$ cat src/rtl/branch_prediction_pkg.sv
`default_nettype none
// +----------------------------------------------------------------------------+
// | Module  : branch_prediction_pkg                                            |
// | Brief   : Shared widths, BTB direction-counter encodings and helpers.      |
// | Revision: 1.0 - initial release                                            |
// +----------------------------------------------------------------------------+
package branch_prediction_pkg;

  localparam int RegBus      = 32;
  localparam int InstAddrBus = 32;
  localparam int BtbIndexW   = 4;

  localparam logic [1:0] CntStrongNT = 2'b00;
  localparam logic [1:0] CntWeakNT   = 2'b01;
  localparam logic [1:0] CntWeakT    = 2'b10;
  localparam logic [1:0] CntStrongT  = 2'b11;
  localparam logic       PredTaken   = 1'b1;

  typedef logic [InstAddrBus-1:0] inst_addr_t;

  // A taken branch that went to the wrong place is as costly as a wrong direction.
  function automatic logic is_mispredict(input logic       pred_taken,
                                         input inst_addr_t pred_target,
                                         input logic       taken,
                                         input inst_addr_t target);
    logic dir_wrong;
    logic tgt_wrong;
    dir_wrong = (pred_taken != taken);
    tgt_wrong = (taken == PredTaken) && (pred_taken == PredTaken) && (pred_target != target);
    return dir_wrong | tgt_wrong;
  endfunction

endpackage
`default_nettype wire

$ cat src/rtl/branch_prediction_if.sv
`default_nettype none
// +----------------------------------------------------------------------------+
// | Module  : branch_prediction_if                                             |
// | Brief   : Fetch lookup, decode training and perf-counter signal bundle.    |
// | Revision: 1.0 - initial release                                            |
// +----------------------------------------------------------------------------+
interface branch_prediction_if #(
  parameter int CNT_W = 32
);
  import branch_prediction_pkg::*;

  logic             ce;
  inst_addr_t       pc_i;
  logic             stall_i;
  logic             pre_branch_flag_o;
  inst_addr_t       pre_branch_target_address_o;

  logic             upd_valid_i;
  inst_addr_t       upd_pc_i;
  logic             upd_taken_i;
  inst_addr_t       upd_target_i;
  logic             upd_pred_taken_i;
  inst_addr_t       upd_pred_target_i;

  logic             perf_clr_i;
  logic [CNT_W-1:0] lookup_cnt_o;
  logic [CNT_W-1:0] hit_cnt_o;
  logic [CNT_W-1:0] mispred_cnt_o;

  modport master (
    output ce, pc_i, stall_i,
    output upd_valid_i, upd_pc_i, upd_taken_i, upd_target_i,
    output upd_pred_taken_i, upd_pred_target_i, perf_clr_i,
    input  pre_branch_flag_o, pre_branch_target_address_o,
    input  lookup_cnt_o, hit_cnt_o, mispred_cnt_o
  );

  modport slave (
    input  ce, pc_i, stall_i,
    input  upd_valid_i, upd_pc_i, upd_taken_i, upd_target_i,
    input  upd_pred_taken_i, upd_pred_target_i, perf_clr_i,
    output pre_branch_flag_o, pre_branch_target_address_o,
    output lookup_cnt_o, hit_cnt_o, mispred_cnt_o
  );

endinterface
`default_nettype wire

$ cat src/rtl/branch_prediction_sat_counter2.sv
`default_nettype none
// +----------------------------------------------------------------------------+
// | Module  : branch_prediction_sat_counter2                                   |
// | Brief   : 2-bit saturating up/down direction counter (next-state only).    |
// | Revision: 1.0 - initial release                                            |
// +----------------------------------------------------------------------------+
module branch_prediction_sat_counter2
  import branch_prediction_pkg::*;
(
  input  logic [1:0] cnt,
  input  logic       up,
  output logic [1:0] cnt_next
);

  always_comb begin
    cnt_next = cnt;
    unique case (cnt)
      CntStrongNT: cnt_next = up ? CntWeakNT  : CntStrongNT;
      CntWeakNT:   cnt_next = up ? CntWeakT   : CntStrongNT;
      CntWeakT:    cnt_next = up ? CntStrongT : CntWeakNT;
      CntStrongT:  cnt_next = up ? CntStrongT : CntWeakT;
      default:     cnt_next = cnt;
    endcase
  end

endmodule
`default_nettype wire

$ cat src/rtl/branch_prediction.sv
`default_nettype none
// +----------------------------------------------------------------------------+
// | Module  : branch_prediction                                                |
// | Brief   : Direct-mapped BTB with 2-bit counters and perf counters.         |
// | Revision: 1.0 - initial release                                            |
// +----------------------------------------------------------------------------+
module branch_prediction
  import branch_prediction_pkg::*;
#(
  parameter int INDEX_W = BtbIndexW,
  parameter int CNT_W   = RegBus
) (
  input  logic               clk,
  input  logic               rst,
  branch_prediction_if.slave bp
);

  localparam int ENTRIES = 2 ** INDEX_W;
  localparam int TAG_W   = InstAddrBus - INDEX_W - 2;

  logic             r_valid  [ENTRIES];
  logic [TAG_W-1:0] r_tag    [ENTRIES];
  inst_addr_t       r_target [ENTRIES];
  logic [1:0]       r_cnt    [ENTRIES];

  logic [CNT_W-1:0] r_lookup_cnt;
  logic [CNT_W-1:0] r_hit_cnt;
  logic [CNT_W-1:0] r_mispred_cnt;

  logic [INDEX_W-1:0] w_lk_idx;
  logic [TAG_W-1:0]   w_lk_tag;
  logic               w_lk_hit;
  logic               w_pred_taken;
  logic               w_lookup_fire;

  logic [INDEX_W-1:0] w_upd_idx;
  logic [TAG_W-1:0]   w_upd_tag;
  logic               w_upd_hit;
  logic [1:0]         w_upd_cnt_next;
  logic               w_mispred;

  logic               w_unused;

  // Fetch-side lookup reads the registered arrays directly, so an update
  // landing on the same index this cycle is only visible from the next one.
  assign w_lk_idx      = bp.pc_i[INDEX_W+1:2];
  assign w_lk_tag      = bp.pc_i[InstAddrBus-1:INDEX_W+2];
  assign w_lk_hit      = bp.ce & r_valid[w_lk_idx] & (r_tag[w_lk_idx] == w_lk_tag);
  assign w_pred_taken  = w_lk_hit & r_cnt[w_lk_idx][1];
  assign w_lookup_fire = bp.ce & ~bp.stall_i;

  assign bp.pre_branch_flag_o           = w_pred_taken;
  assign bp.pre_branch_target_address_o = w_pred_taken ? r_target[w_lk_idx] : '0;

  assign w_upd_idx = bp.upd_pc_i[INDEX_W+1:2];
  assign w_upd_tag = bp.upd_pc_i[InstAddrBus-1:INDEX_W+2];
  assign w_upd_hit = r_valid[w_upd_idx] & (r_tag[w_upd_idx] == w_upd_tag);

  assign w_mispred = bp.upd_valid_i &
                     is_mispredict(bp.upd_pred_taken_i, bp.upd_pred_target_i,
                                   bp.upd_taken_i, bp.upd_target_i);

  // Byte offset of the word-aligned PCs carries no information.
  assign w_unused = ^{bp.pc_i[1:0], bp.upd_pc_i[1:0]};

  branch_prediction_sat_counter2 u_sat_counter2 (
    .cnt      (r_cnt[w_upd_idx]),
    .up       (bp.upd_taken_i),
    .cnt_next (w_upd_cnt_next)
  );

  always_ff @(posedge clk or negedge rst) begin
    if (!rst) begin
      for (int i = 0; i < ENTRIES; i++) begin
        r_valid[i]  <= 1'b0;
        r_tag[i]    <= '0;
        r_target[i] <= '0;
        r_cnt[i]    <= CntStrongNT;
      end
    end else if (bp.upd_valid_i) begin
      if (w_upd_hit) begin
        r_cnt[w_upd_idx] <= w_upd_cnt_next;
        if (bp.upd_taken_i) begin
          r_target[w_upd_idx] <= bp.upd_target_i;
        end
      end else if (bp.upd_taken_i) begin
        // Allocation evicts whatever aliased into this slot.
        r_valid[w_upd_idx]  <= 1'b1;
        r_tag[w_upd_idx]    <= w_upd_tag;
        r_target[w_upd_idx] <= bp.upd_target_i;
        r_cnt[w_upd_idx]    <= CntWeakT;
      end
    end
  end

  always_ff @(posedge clk or negedge rst) begin
    if (!rst) begin
      r_lookup_cnt  <= '0;
      r_hit_cnt     <= '0;
      r_mispred_cnt <= '0;
    end else if (bp.perf_clr_i) begin
      r_lookup_cnt  <= '0;
      r_hit_cnt     <= '0;
      r_mispred_cnt <= '0;
    end else begin
      if (w_lookup_fire) begin
        r_lookup_cnt <= r_lookup_cnt + 1'b1;
      end
      if (w_lookup_fire & w_lk_hit) begin
        r_hit_cnt <= r_hit_cnt + 1'b1;
      end
      if (w_mispred) begin
        r_mispred_cnt <= r_mispred_cnt + 1'b1;
      end
    end
  end

  assign bp.lookup_cnt_o  = r_lookup_cnt;
  assign bp.hit_cnt_o     = r_hit_cnt;
  assign bp.mispred_cnt_o = r_mispred_cnt;

endmodule
`default_nettype wire

$ cat src/flat_wrapper.sv
// flat-port wrapper written by rule: the top's interface ports become plain ports
module branch_prediction_flat import branch_prediction_pkg::*;
#(
  parameter int INDEX_W = BtbIndexW,
  parameter int CNT_W   = RegBus
)
  (clk, rst, bp_ce, bp_pc_i, bp_stall_i, bp_upd_valid_i, bp_upd_pc_i, bp_upd_taken_i, bp_upd_target_i, bp_upd_pred_taken_i, bp_upd_pred_target_i, bp_perf_clr_i, bp_pre_branch_flag_o, bp_pre_branch_target_address_o, bp_lookup_cnt_o, bp_hit_cnt_o, bp_mispred_cnt_o);
  branch_prediction_if #(.CNT_W(CNT_W)) bp_i ();
  input  logic clk;
  input  logic rst;
  input wire logic [$bits(bp_i.ce)-1:0] bp_ce;
  input wire logic [$bits(bp_i.pc_i)-1:0] bp_pc_i;
  input wire logic [$bits(bp_i.stall_i)-1:0] bp_stall_i;
  input wire logic [$bits(bp_i.upd_valid_i)-1:0] bp_upd_valid_i;
  input wire logic [$bits(bp_i.upd_pc_i)-1:0] bp_upd_pc_i;
  input wire logic [$bits(bp_i.upd_taken_i)-1:0] bp_upd_taken_i;
  input wire logic [$bits(bp_i.upd_target_i)-1:0] bp_upd_target_i;
  input wire logic [$bits(bp_i.upd_pred_taken_i)-1:0] bp_upd_pred_taken_i;
  input wire logic [$bits(bp_i.upd_pred_target_i)-1:0] bp_upd_pred_target_i;
  input wire logic [$bits(bp_i.perf_clr_i)-1:0] bp_perf_clr_i;
  output wire logic [$bits(bp_i.pre_branch_flag_o)-1:0] bp_pre_branch_flag_o;
  output wire logic [$bits(bp_i.pre_branch_target_address_o)-1:0] bp_pre_branch_target_address_o;
  output wire logic [$bits(bp_i.lookup_cnt_o)-1:0] bp_lookup_cnt_o;
  output wire logic [$bits(bp_i.hit_cnt_o)-1:0] bp_hit_cnt_o;
  output wire logic [$bits(bp_i.mispred_cnt_o)-1:0] bp_mispred_cnt_o;
  assign bp_i.ce = bp_ce;
  assign bp_i.pc_i = bp_pc_i;
  assign bp_i.stall_i = bp_stall_i;
  assign bp_i.upd_valid_i = bp_upd_valid_i;
  assign bp_i.upd_pc_i = bp_upd_pc_i;
  assign bp_i.upd_taken_i = bp_upd_taken_i;
  assign bp_i.upd_target_i = bp_upd_target_i;
  assign bp_i.upd_pred_taken_i = bp_upd_pred_taken_i;
  assign bp_i.upd_pred_target_i = bp_upd_pred_target_i;
  assign bp_i.perf_clr_i = bp_perf_clr_i;
  assign bp_pre_branch_flag_o = bp_i.pre_branch_flag_o;
  assign bp_pre_branch_target_address_o = bp_i.pre_branch_target_address_o;
  assign bp_lookup_cnt_o = bp_i.lookup_cnt_o;
  assign bp_hit_cnt_o = bp_i.hit_cnt_o;
  assign bp_mispred_cnt_o = bp_i.mispred_cnt_o;
  branch_prediction #(.INDEX_W(INDEX_W), .CNT_W(CNT_W)) u_core (.clk(clk), .rst(rst), .bp(bp_i));
endmodule
$ cat config.mk
export PLATFORM = sky130hd
export DESIGN_NAME = branch_prediction_flat
export DESIGN_NICKNAME = d
export VERILOG_FILES = /design/src/rtl/branch_prediction_pkg.sv /design/src/rtl/branch_prediction_if.sv /design/src/rtl/branch_prediction_sat_counter2.sv /design/src/rtl/branch_prediction.sv /design/src/flat_wrapper.sv
export SDC_FILE = /design/constraint.sdc
export NUM_CORES = 2
export LEC_CHECK = 0
export CAP_MARGIN = 0
export CORE_ASPECT_RATIO = 1.75
export CORE_MARGIN = 2
export CORE_UTILIZATION = 55
export CTS_CLUSTER_SIZE = 20
export DETAILED_ROUTE_END_ITERATION = 7
export GPL_TIMING_DRIVEN = 0
export PLACE_DENSITY = 0.77
export SLEW_MARGIN = 30
export SYNTH_ARGS = -nofsm -noshare
export SYNTH_HDL_FRONTEND = slang
export SYNTH_SLANG_ARGS = --single-unit
$ cat constraint.sdc
create_clock -name clk -period 3.66 [get_ports clk]
set_input_delay 0.366 -clock clk [delete_from_list [all_inputs] [get_ports clk]]
set_output_delay 0.366 -clock clk [all_outputs]
set_load 0.02 [all_outputs]
==> metrics <==
Sw Ratio=27.6%; Final setup viols=between 200 and 300; switching power total=0.00893 W; Initial DRT Pass Iterations=6; root buf cell=clkbuf_16; antenna violations before repair=6; post-route setup slack=-1250 ps; Max Root-Sink Buffers=3; Detailed Route WL=179,000 um; worst vdd ir=0.453 mV; TritonCTS buffer count=100; max-slew violation count=0; static leakage power=27.6 nW; Crit path top cell by count=buf_6; Flop pwr share=47.2%; DP Cell Count=between 5,000 and 6,000; Mapped Cells=roughly 3,800; Worst-path clk slew=70 ps; die height=approximately 420 um; CTS H-Tree Depth=3; Worst Setup Path Type=input port to primary output; Nets=around 4,300; Max Freq=204 MHz; Max Cap Viol=0; final hold violation count=0; Final min period=4910 ps; CP Buf/Inv Count=7; status=finished, violations left; worst path arrival time=between 4000 and 5000 ps; DRC errors left=0; Post-synth EDFFs=0; commonest non-fill, non-tap cells in the layout=dfrtp_1 (1,072), mux2_2 (937), mux4_2 (348); Critical Path Sink=bp_pre_branch_target_address_o[11]; Crit Path Max Fanout=10; CTS Sinks=between 1,000 and 1,500; Warnings, synthesis=0; CP endpoint kind=primary output; failing checks=setup timing; vias=37,300; Initial Util=a little under three fifths; synthesized area=54,000 sq um; critical path, cell by cell=buf_2 -> buf_6 -> buf_4 -> buf_6 -> nand2_1 -> a211o_1 -> nand3_1 -> nand4_1 -> or3_4 -> or4_4 -> buf_12 -> clkbuf_16 -> nor2b_4 -> buf_6; core area=97,800 sq um; Worst path depth=14; GRT Util Overall=35.9%; Cell Rows=between 150 and 200; syn avg cell area=14.4 sq um; CP max-delay cell=or4_4; die area=between 100,000 and 150,000 sq um; top cell family by delay on the critical path=simple AND/OR/NAND/NOR gates; Slew HR=27.6%; internal power=between 0.02 and 0.025 W; Final Non-Filler Cells=5,560; Final Power=0.0324 W; Largest stage delay, worst path=610 ps; reg2reg end=u_core.bp.hit_cnt_o[20]$_DFFE_PN0P_; leading area contributor after synthesis=dfrtp_1; post-synthesis sequential area ratio=49.7%; cells taking the most area after synthesis=dfrtp_1 (50%), mux2_2 (20%), mux4_2 (15%), mux2i_1 (2.8%), clkbuf_1 (1.2%); Reg2Reg Setup Slack=-520 ps; CP Launch Point=bp_pc_i[2]; Combinational Power Share=20.2%; P&R area growth vs syn=18.8%; TritonCTS clock tree=done; routed len/inst=32.3 um; gpl congestion=1.06; pin count of the biggest net entering global routing=134; pwr/cell area=505 nW/um^2; Clock power frac=32.6%; drt initial violations=3,717; IO Count=~270; FFs w/ async S/R, synth=100%; synth unique cells=70; required time of the critical path=between 3000 and 4000 ps; syn nets=3,901; worst r2r src=u_core.r_tag[230]$_DFFE_PN0P_; prevailing post-synth register cell=dfrtp_1; Worst Max-Slew Pin Slew=1080 ps; first-pass GRT wire length=258,000 um; antenna viol nets, final=0; Port Buffers=244; startpoint types=input port; post-DP HPWL=122,000 um; Yosys top cell area share=49.7%; commonest non-fill, non-tap cell in the layout=dfrtp_1; vias in the first global route=39,000; die outline width=241 um; r2r worst-path depth=11; remaining global-route overflow=0; vias per cell=6.71; RSZ-0062 raised after global routing=yes; Layout Skew=52.7 ps; fraction of layout cells with a size suffix above 1=approximately 44%; worst-skew pair later-pin latency=760 ps; flops & latches, synth=1,072; Tcrit/Tclk final=134%; Worst Hold Class=input port to async pin
## cell type report
cell class / instances / area [sq um]
Multi-Input combinational cell: 2358 / 26900
Clock buffer: 145 / 2930
Buffer: 309 / 2150
Antenna cell: 4 / 10.0
Timing Repair Buffer: 315 / 3360
Tap cell: 1309 / 1640
Sequential cell: 1072 / 26800
Fill cell: 7086 / 33600
Inverter: 21 / 82.6
Clock inverter: 27 / 309
## routing by layer
metal / global-route usage (%) / wire [um]
met1: 39.7 / 59400
met2: 59.1 / 88100
met3: 7.86 / 13900
met4: 29.5 / 18000
met5: 0 / 42
## flip-flops by register name, summed over array words and instances, names as in the netlist
name / flops
u_core.bp.hit_cnt_o: 32
u_core.r_cnt: 32
u_core.r_valid: 16
u_core.r_target: 512
u_core.r_tag: 416
u_core.bp.mispred_cnt_o: 32
u_core.bp.lookup_cnt_o: 32
## per-stage QoR
stage                     worst slack (ps)  util [%]  area [sq um]  setup TNS, ps  hold WS, ps
after global routing                 -1260      65.6         64200         -53380          140
after CTS                            -1140      64.8         63400         -43690          126
after detailed placement             -2820      60.2         58900       -1518090          214
after floorplan                      -40.6         -         54400           -813         70.4
final                                -1250      65.6         64200         -63500          139
after global placement              -46180      59.8         58500              -          461
## worst min path at each step
stage / start / depth (start not counted) / to
6_report: rst / 2 / u_core.bp.mispred_cnt_o[15]$_DFFE_PN0P_
5_1_grt: rst / 2 / u_core.bp.mispred_cnt_o[15]$_DFFE_PN0P_
4_1_cts: rst / 2 / u_core.bp.mispred_cnt_o[15]$_DFFE_PN0P_
3_5_place_dp: rst / 1 / u_core.bp.mispred_cnt_o[15]$_DFFE_PN0P_
3_3_place_gp: u_core.r_valid[13]$_DFFE_PN0P_ / 1 / u_core.r_valid[13]$_DFFE_PN0P_
2_1_floorplan: rst / 0 / u_core.bp.hit_cnt_o[0]$_DFFE_PN0P_
## Yosys cell counts, types with 17 or more instances
library cell,count
a22oi_1,28
nor2b_1,46
nand3_1,49
inv_1,21
and3_1,26
or4_1,25
nand4_1,40
or3_1,30
xnor2_1,72
mux2i_1,153
nand2b_1,26
buf_2,62
o22a_1,17
a21oi_1,58
nand2_1,98
dfrtp_1,1072
buf_1,28
mux4_2,348
o21ai_0,64
buf_4,36
mux2_2,938
clkbuf_1,176
o31ai_1,22
xor2_1,50
nor2_1,105
## power by group through the flow
stage / Clock, W / Sequential (W) / Combinational [W]
after CTS: 0.0106 / 0.0152 / 0.00635
after floorplan: 0 / 0.0149 / 0.00449
after detailed placement: 0 / 0.0154 / 0.00618
after global routing: 0.0111 / 0.0155 / 0.00688
final: 0.0106 / 0.0153 / 0.00654
after global placement: 0 / 0.0154 / 0.00591
## timing repair
item	4_1_cts	5_1_grt
cloned	8	3
pin swaps	79	20
hold endpoints to repair	249	0
resized for setup	421	132
buffers inserted	26	22
setup endpoints to repair	623	658
hold buffers	1	0
## logic make-up after synthesis
| kind of cell | Yosys count | share of synthesized area, % |
|---|---|---|
| AO/OA/AOI/OAI | 252 | 3.04 |
| XOR/XNOR | 122 | 1.98 |
| adder cells (fa/ha/maj) | 5 | 0.111 |
| buffers and inverters | 331 | 2.81 |
| flip-flops | 1072 | 49.7 |
| multiplexers | 1446 | 37.0 |
| AND/OR/NAND/NOR | 533 | 5.36 |
(Power assumes the default switching activity.)
